<file path="src/rtl/xram_dma.sv">
// xram_dma: block DMA between the shared RAM data port and word streams (XRAM_DMA_IRQ_EN adds the done interrupt)
module xram_dma #(
   parameter int ADDR_W = 13,
   parameter int DATA_W = 32,
   parameter int LEN_W  = 12
) (
   input  logic              clk,
   input  logic              rst_n,
   input  logic              sel,
   input  logic              we,
   input  logic [1:0]        addr,
   input  logic [DATA_W-1:0] data_in,
   output logic [DATA_W-1:0] data_out,
   input  logic              ctrl_data_sel,
   output logic              dma_sel,
   output logic              dma_we,
   output logic [ADDR_W-2:0] dma_addr,
   output logic [DATA_W-1:0] dma_data_in,
   input  logic [DATA_W-1:0] dma_data_out,
   input  logic              in_valid,
   input  logic [DATA_W-1:0] in_data,
   output logic              in_ready,
   output logic              out_valid,
   output logic [DATA_W-1:0] out_data,
   input  logic              out_ready
`ifdef XRAM_DMA_IRQ_EN
   ,
   output logic              irq
`endif
);
   typedef enum logic [2:0] {IDLE, WRITE, READ, DRAIN, DONE} state_t;
   state_t state_q, state_d;
   logic [ADDR_W-2:0] base_q, base_d, cur_q, cur_d;
   logic [LEN_W-1:0] len_q, len_d, rem_q, rem_d, iss_q, iss_d;
   logic done_q, done_d, pend_q;
   logic [DATA_W-1:0] fifo_q [2];
   logic rptr_q, wptr_q;
   logic [1:0] cnt_q;
   logic reg_wr, start, abort, busy, wr_xfer, rd_issue, push, pop, flush, irq_bit, unused_data;
   logic [DATA_W-1:0] status;
   assign unused_data = ^data_in;
   assign reg_wr   = sel && we;
   assign start    = reg_wr && addr == 2'd2 && data_in[0];
   assign abort    = reg_wr && addr == 2'd2 && data_in[2];
   assign busy     = state_q != IDLE;
   assign flush    = abort && busy;
   assign in_ready = state_q == WRITE && !ctrl_data_sel;
   assign wr_xfer  = in_valid && in_ready;
   // occupancy plus the in-flight read is capped at the FIFO depth
   assign rd_issue = state_q == READ && !ctrl_data_sel && (cnt_q + {1'b0, pend_q}) < 2'd2;
   assign push     = pend_q && !flush;
   assign pop      = out_valid && out_ready;
   assign dma_sel     = wr_xfer || rd_issue;
   assign dma_we      = wr_xfer;
   assign dma_addr    = dma_sel ? cur_q : '0;
   assign dma_data_in = wr_xfer ? in_data : '0;
   assign out_valid   = cnt_q != 2'd0;
   assign out_data    = fifo_q[rptr_q];
`ifdef XRAM_DMA_IRQ_EN
   assign irq     = done_q;
   assign irq_bit = done_q;
`else
   assign irq_bit = 1'b0;
`endif
   // STATUS word assembly
   always_comb begin
      status = '0;
      status[0] = busy;
      status[1] = done_q;
      status[LEN_W+1:2] = rem_q;
      status[DATA_W-1] = irq_bit;
   end
   assign data_out = addr == 2'd0 ? DATA_W'(base_q) : addr == 2'd1 ? DATA_W'(len_q) : addr == 2'd3 ? status : '0;
   // next-state and register-window updates
   always_comb begin
      state_d = state_q;
      base_d  = base_q;
      len_d   = len_q;
      cur_d   = cur_q;
      rem_d   = rem_q;
      iss_d   = iss_q;
      done_d  = done_q;
      if (reg_wr && !busy && addr == 2'd0) base_d = data_in[ADDR_W-2:0];
      if (reg_wr && !busy && addr == 2'd1) len_d = data_in[LEN_W-1:0];
      if (reg_wr && addr == 2'd3) done_d = 1'b0;
      if (dma_sel) cur_d = cur_q + (ADDR_W-1)'(1);
      if (wr_xfer || pop) rem_d = rem_q - LEN_W'(1);
      if (rd_issue) iss_d = iss_q + LEN_W'(1);
      case (state_q)
         IDLE: if (start) begin
            done_d  = 1'b0;
            cur_d   = base_q;
            rem_d   = len_q;
            iss_d   = '0;
            state_d = len_q == '0 ? DONE : data_in[1] ? READ : WRITE;
         end
         WRITE: if (wr_xfer && rem_q == LEN_W'(1)) state_d = DONE;
         READ: if (rd_issue && iss_q + LEN_W'(1) == len_q) state_d = DRAIN;
         DRAIN: if (cnt_q == 2'd0 && !pend_q) state_d = DONE;
         DONE: begin
            state_d = IDLE;
            done_d  = 1'b1;
         end
         default: state_d = IDLE;
      endcase
      if (flush) begin
         state_d = IDLE;
         done_d  = done_q;
      end
   end
   // control state registers
   always_ff @(posedge clk or negedge rst_n)
      if (!rst_n) begin
         state_q <= IDLE;
         base_q  <= '0;
         len_q   <= '0;
         cur_q   <= '0;
         rem_q   <= '0;
         iss_q   <= '0;
         done_q  <= 1'b0;
      end else begin
         state_q <= state_d;
         base_q  <= base_d;
         len_q   <= len_d;
         cur_q   <= cur_d;
         rem_q   <= rem_d;
         iss_q   <= iss_d;
         done_q  <= done_d;
      end
   // read-return capture and two-entry output FIFO; abort drops both
   always_ff @(posedge clk or negedge rst_n)
      if (!rst_n) begin
         fifo_q[0] <= '0;
         fifo_q[1] <= '0;
         rptr_q    <= 1'b0;
         wptr_q    <= 1'b0;
         cnt_q     <= 2'd0;
         pend_q    <= 1'b0;
      end else begin
         pend_q <= rd_issue && !flush;
         if (flush) begin
            rptr_q <= 1'b0;
            wptr_q <= 1'b0;
            cnt_q  <= 2'd0;
         end else begin
            if (push) begin
               fifo_q[wptr_q] <= dma_data_out;
               wptr_q <= !wptr_q;
            end
            if (pop) rptr_q <= !rptr_q;
            cnt_q <= cnt_q + 2'(push) - 2'(pop);
         end
      end
endmodule

</file>
<file path="config.mk">
export PLATFORM = sky130hd
export DESIGN_NAME = xram_dma
export DESIGN_NICKNAME = d
export VERILOG_FILES = /design/src/rtl/xram_dma.sv
export SDC_FILE = /design/constraint.sdc
export NUM_CORES = 1
export LEC_CHECK = 0
export CORE_ASPECT_RATIO = 1.5
export CORE_MARGIN = 8
export CORE_UTILIZATION = 49
export CTS_BUF_LIST = sky130_fd_sc_hd__clkbuf_8
export CTS_CLUSTER_SIZE = 14
export DETAILED_ROUTE_END_ITERATION = 12
export PLACE_DENSITY = 0.91
export SLEW_MARGIN = 15
export SYNTH_ARGS = -nofsm -noshare
export SYNTH_HDL_FRONTEND = slang
export SYNTH_SLANG_ARGS = --single-unit
</file>
<file path="constraint.sdc">
create_clock -name clk -period 3.1 [get_ports clk]
set_input_delay 0.31 -clock clk [delete_from_list [all_inputs] [get_ports clk]]
set_output_delay 0.31 -clock clk [all_outputs]
set_load 0.03 [all_outputs]
</file>
==> flow_metrics.tcl, run 1 <==
set metrics [dict create \
    status "finished clean" \
    p_leak_nw 4.13 \
    num_rows 54 \
    setup_viol_count_final 0 \
    drt-vias-per-instance 5.43 \
    cap_violations 0 \
    total_power_mw 9.02 \
    arrival_ns 2.66 \
    ios 217 \
    rr_worst_depth 8 \
    cp_max_fo 34 \
    avgSynthCellArea_um2 11.0 \
    synth-simple-area-share 0.149 \
    start_kind "flop" \
    path_class "reg2out" \
    post-route-util 0.658 \
    critical_path.endpoint_type "primary output" \
    syn-cell-area_um2 7210 \
    final_cell_mix "clkdlybuf4s50_1 (162), dfrtp_1 (133), mux2_2 (129)" \
    fin_tns_setup_ns 0 \
    grt_start_max_net_pins 70 \
    drt_iter0_markers 264 \
    antenna_found_initial 0 \
    fin_nets 941 \
    power.net_switching_mw 3.69 \
    worst_pin_slew_ns 0.813 \
    drive_above_1_share 0.253 \
    portBuffers 178 \
    required_ns 2.79 \
    core_area_um2 14500 \
    n_antenna_cell 0 \
    synth_top_family_by_area "multiplexers" \
    clk_pin_slew_ns 0.08 \
    pwr-share-clk 0.155 \
    synth_cells 653 \
    grtUsageTotal 0.202 \
    clockBufferDepth 2 \
    finalHoldViolCount 0 \
    yosysWarnings 0 \
    synthAdderAreaFrac 0.0121 \
    r2r_slack_ns 0.58 \
    r2r-end "rem_q[10]" \
    async_flop_share 1.00 \
    dr.pass1.iters 5 \
    power_density_nw_per_um2 948 \
    rsz0062_at_grt "no" \
    hold_path_end "fifo_q[42]" \
    slew_headroom 0.458 \
    routedWlPerCell_um 18.2 \
    die_y_um 165 \
    ys.flop_type "dfrtp_1" \
    area_delta_synth_final_pct 32.0 \
    place_congestion 0.911 \
    synthMuxAreaShare 0.206 \
    mostFrequentLayoutCell "clkdlybuf4s50_1" \
    drv_slew 0 \
    post-dp-hpwl_um 14000 \
    min_period_ns 2.97 \
    drt_wl_total_um 18900 \
    hold_start "fifo_q[42]" \
    cts_buffers 17 \
    yosysSeqAreaShare 0.461 \
    vdd_drop_max_uv 603 \
    clock_skew_ns 0.0142 \
    cts.sinks 133 \
    start_util 0.499 \
    switching_share 0.410 \
    dieWidth_um 115 \
    synth-edff-count 0 \
    pwr-share-comb 0.484 \
    hold_path.class "reg2reg" \
    synth-seq-cells 133 \
    htree_levels 4 \
    tritoncts "done" \
    grt_pass1_vias 5776 \
    dieArea_um2 18900 \
    drc 0 \
    synth_compound_area_frac 0.0638 \
    synth_cell_types 60 \
    max_freq_ghz 0.337 \
    grt_pass1_wl_um 30100 \
    antenna_left 0 \
    hold_path_depth 1 \
    root_buffer "clkbuf_8" \
    min_period_over_period 0.957 \
    r2r-start "state_q[1]" \
    yosys.area_share.xor_xnor 0.0607 \
    clock_latency_ns 0.44 \
    grt_overflow_total 0 \
    p_seq_frac 0.361 \
    p_int_mw 5.33 \
    vias 5636 \
]
-- cell usage after synthesis (6+ instances only) --
cell / n / area [um2]
o21ai_0: 13 / 65.1
ha_1: 7 / 87.6
inv_1: 6 / 22.5
clkbuf_1: 24 / 90.1
o21ai_1: 11 / 55.1
nand3_1: 14 / 70.1
and2_1: 11 / 68.8
dfrtp_1: 133 / 3330
a22o_1: 12 / 105
buf_2: 13 / 65.1
nand2_1: 46 / 173
nand4_1: 6 / 37.5
a21oi_1: 9 / 45.0
nor3_1: 9 / 45.0
buf_4: 18 / 135
xnor2_1: 29 / 254
xor2_1: 21 / 184
and3_1: 39 / 244
nor2_1: 42 / 158
mux2_2: 129 / 1450
-- cells by family after synthesis --
group	Yosys count
flops	133
buf+inv	64
simple gates	200
xor+xnor	50
other cells	1
fa+ha+maj	7
compound gates	66
mux	132
-- how the worst max path moves through the flow --
stage / depth (start not counted) / to / startpoint / slack (ns)
after CTS: 4 / dma_data_in[24] / state_q[1] / 0.10
after detailed placement: 5 / dma_data_in[18] / ctrl_data_sel / 0.19
after global placement: 5 / dma_data_in[20] / ctrl_data_sel / 0.23
final: 4 / dma_data_in[24] / state_q[1] / 0.13
after global routing: 4 / dma_data_in[13] / state_q[1] / 0.009
after floorplan: 5 / dma_addr[0] / state_q[0] / 0.71
-- critical path, cell delays in order (launching register included) --
cell	delay, ns
dfrtp_1	0.48
or4b_4	0.62
inv_4	0.24
and3_1	0.19
clkdlybuf4s50_1	0.68
-- timing repair --
item	CTS	global route
resized for setup	1	1
setup endpoints to repair	32	1
setup buffers	0	0
hold buffers	1	0
endpoints found under the hold margin	52	0
-- layout make-up --
class	instances	area, um2
timing repair buffer	197	1920
clock buffer	17	234
multi-input combinational	473	3620
sequential	133	3330
tap	196	245
inverter	7	28.8
clock inverter	15	149
fill	1146	4940
-- flip-flops by register name, summed over array words and instances (netlist names) --
register  flops
fifo_q       64
base_q       12
done_q        1
rem_q        12
cur_q        12
pend_q        1
state_q       3
cnt_q         2
len_q        12
wptr_q        1
rptr_q        1
iss_q        12
-- power by group through the flow --
stage	clock [mW]	sequential, mW	combinational (mW)
2_1_floorplan	0	2.99	3.11
3_3_place_gp	0	3.22	4.27
3_5_place_dp	0	3.28	4.37
4_1_cts	1.44	3.25	4.40
5_1_grt	1.52	3.37	4.67
6_report	1.40	3.25	4.37
-- metrics by stage --
step                      std cells  hold WS, ns  area, um2  setup slack [ns]
after detailed placement       1005        0.458       9120             0.189
after CTS                      1038        0.485       9520             0.101
after global placement         1005        0.446       9120             0.228
final                          1038        0.494       9520             0.132
after floorplan                 670       0.0144       7280             0.711
after global routing           1038        0.495       9520           0.00882
-- layer usage --
metal	global-route usage	wire length (um)
met4	0.0894	556
met5	0	0
met1	0.227	7370
met3	0.0490	1320
met2	0.352	9620
No activity file was read; power rests on OpenSTA's default activity.
==> run 2, diff against run 1 <==
- CTS_CLUSTER_DIAMETER: not set -> 60
==> results of run 2 <==
No change in the layout: final DEF, timing and power equal those of run 1.
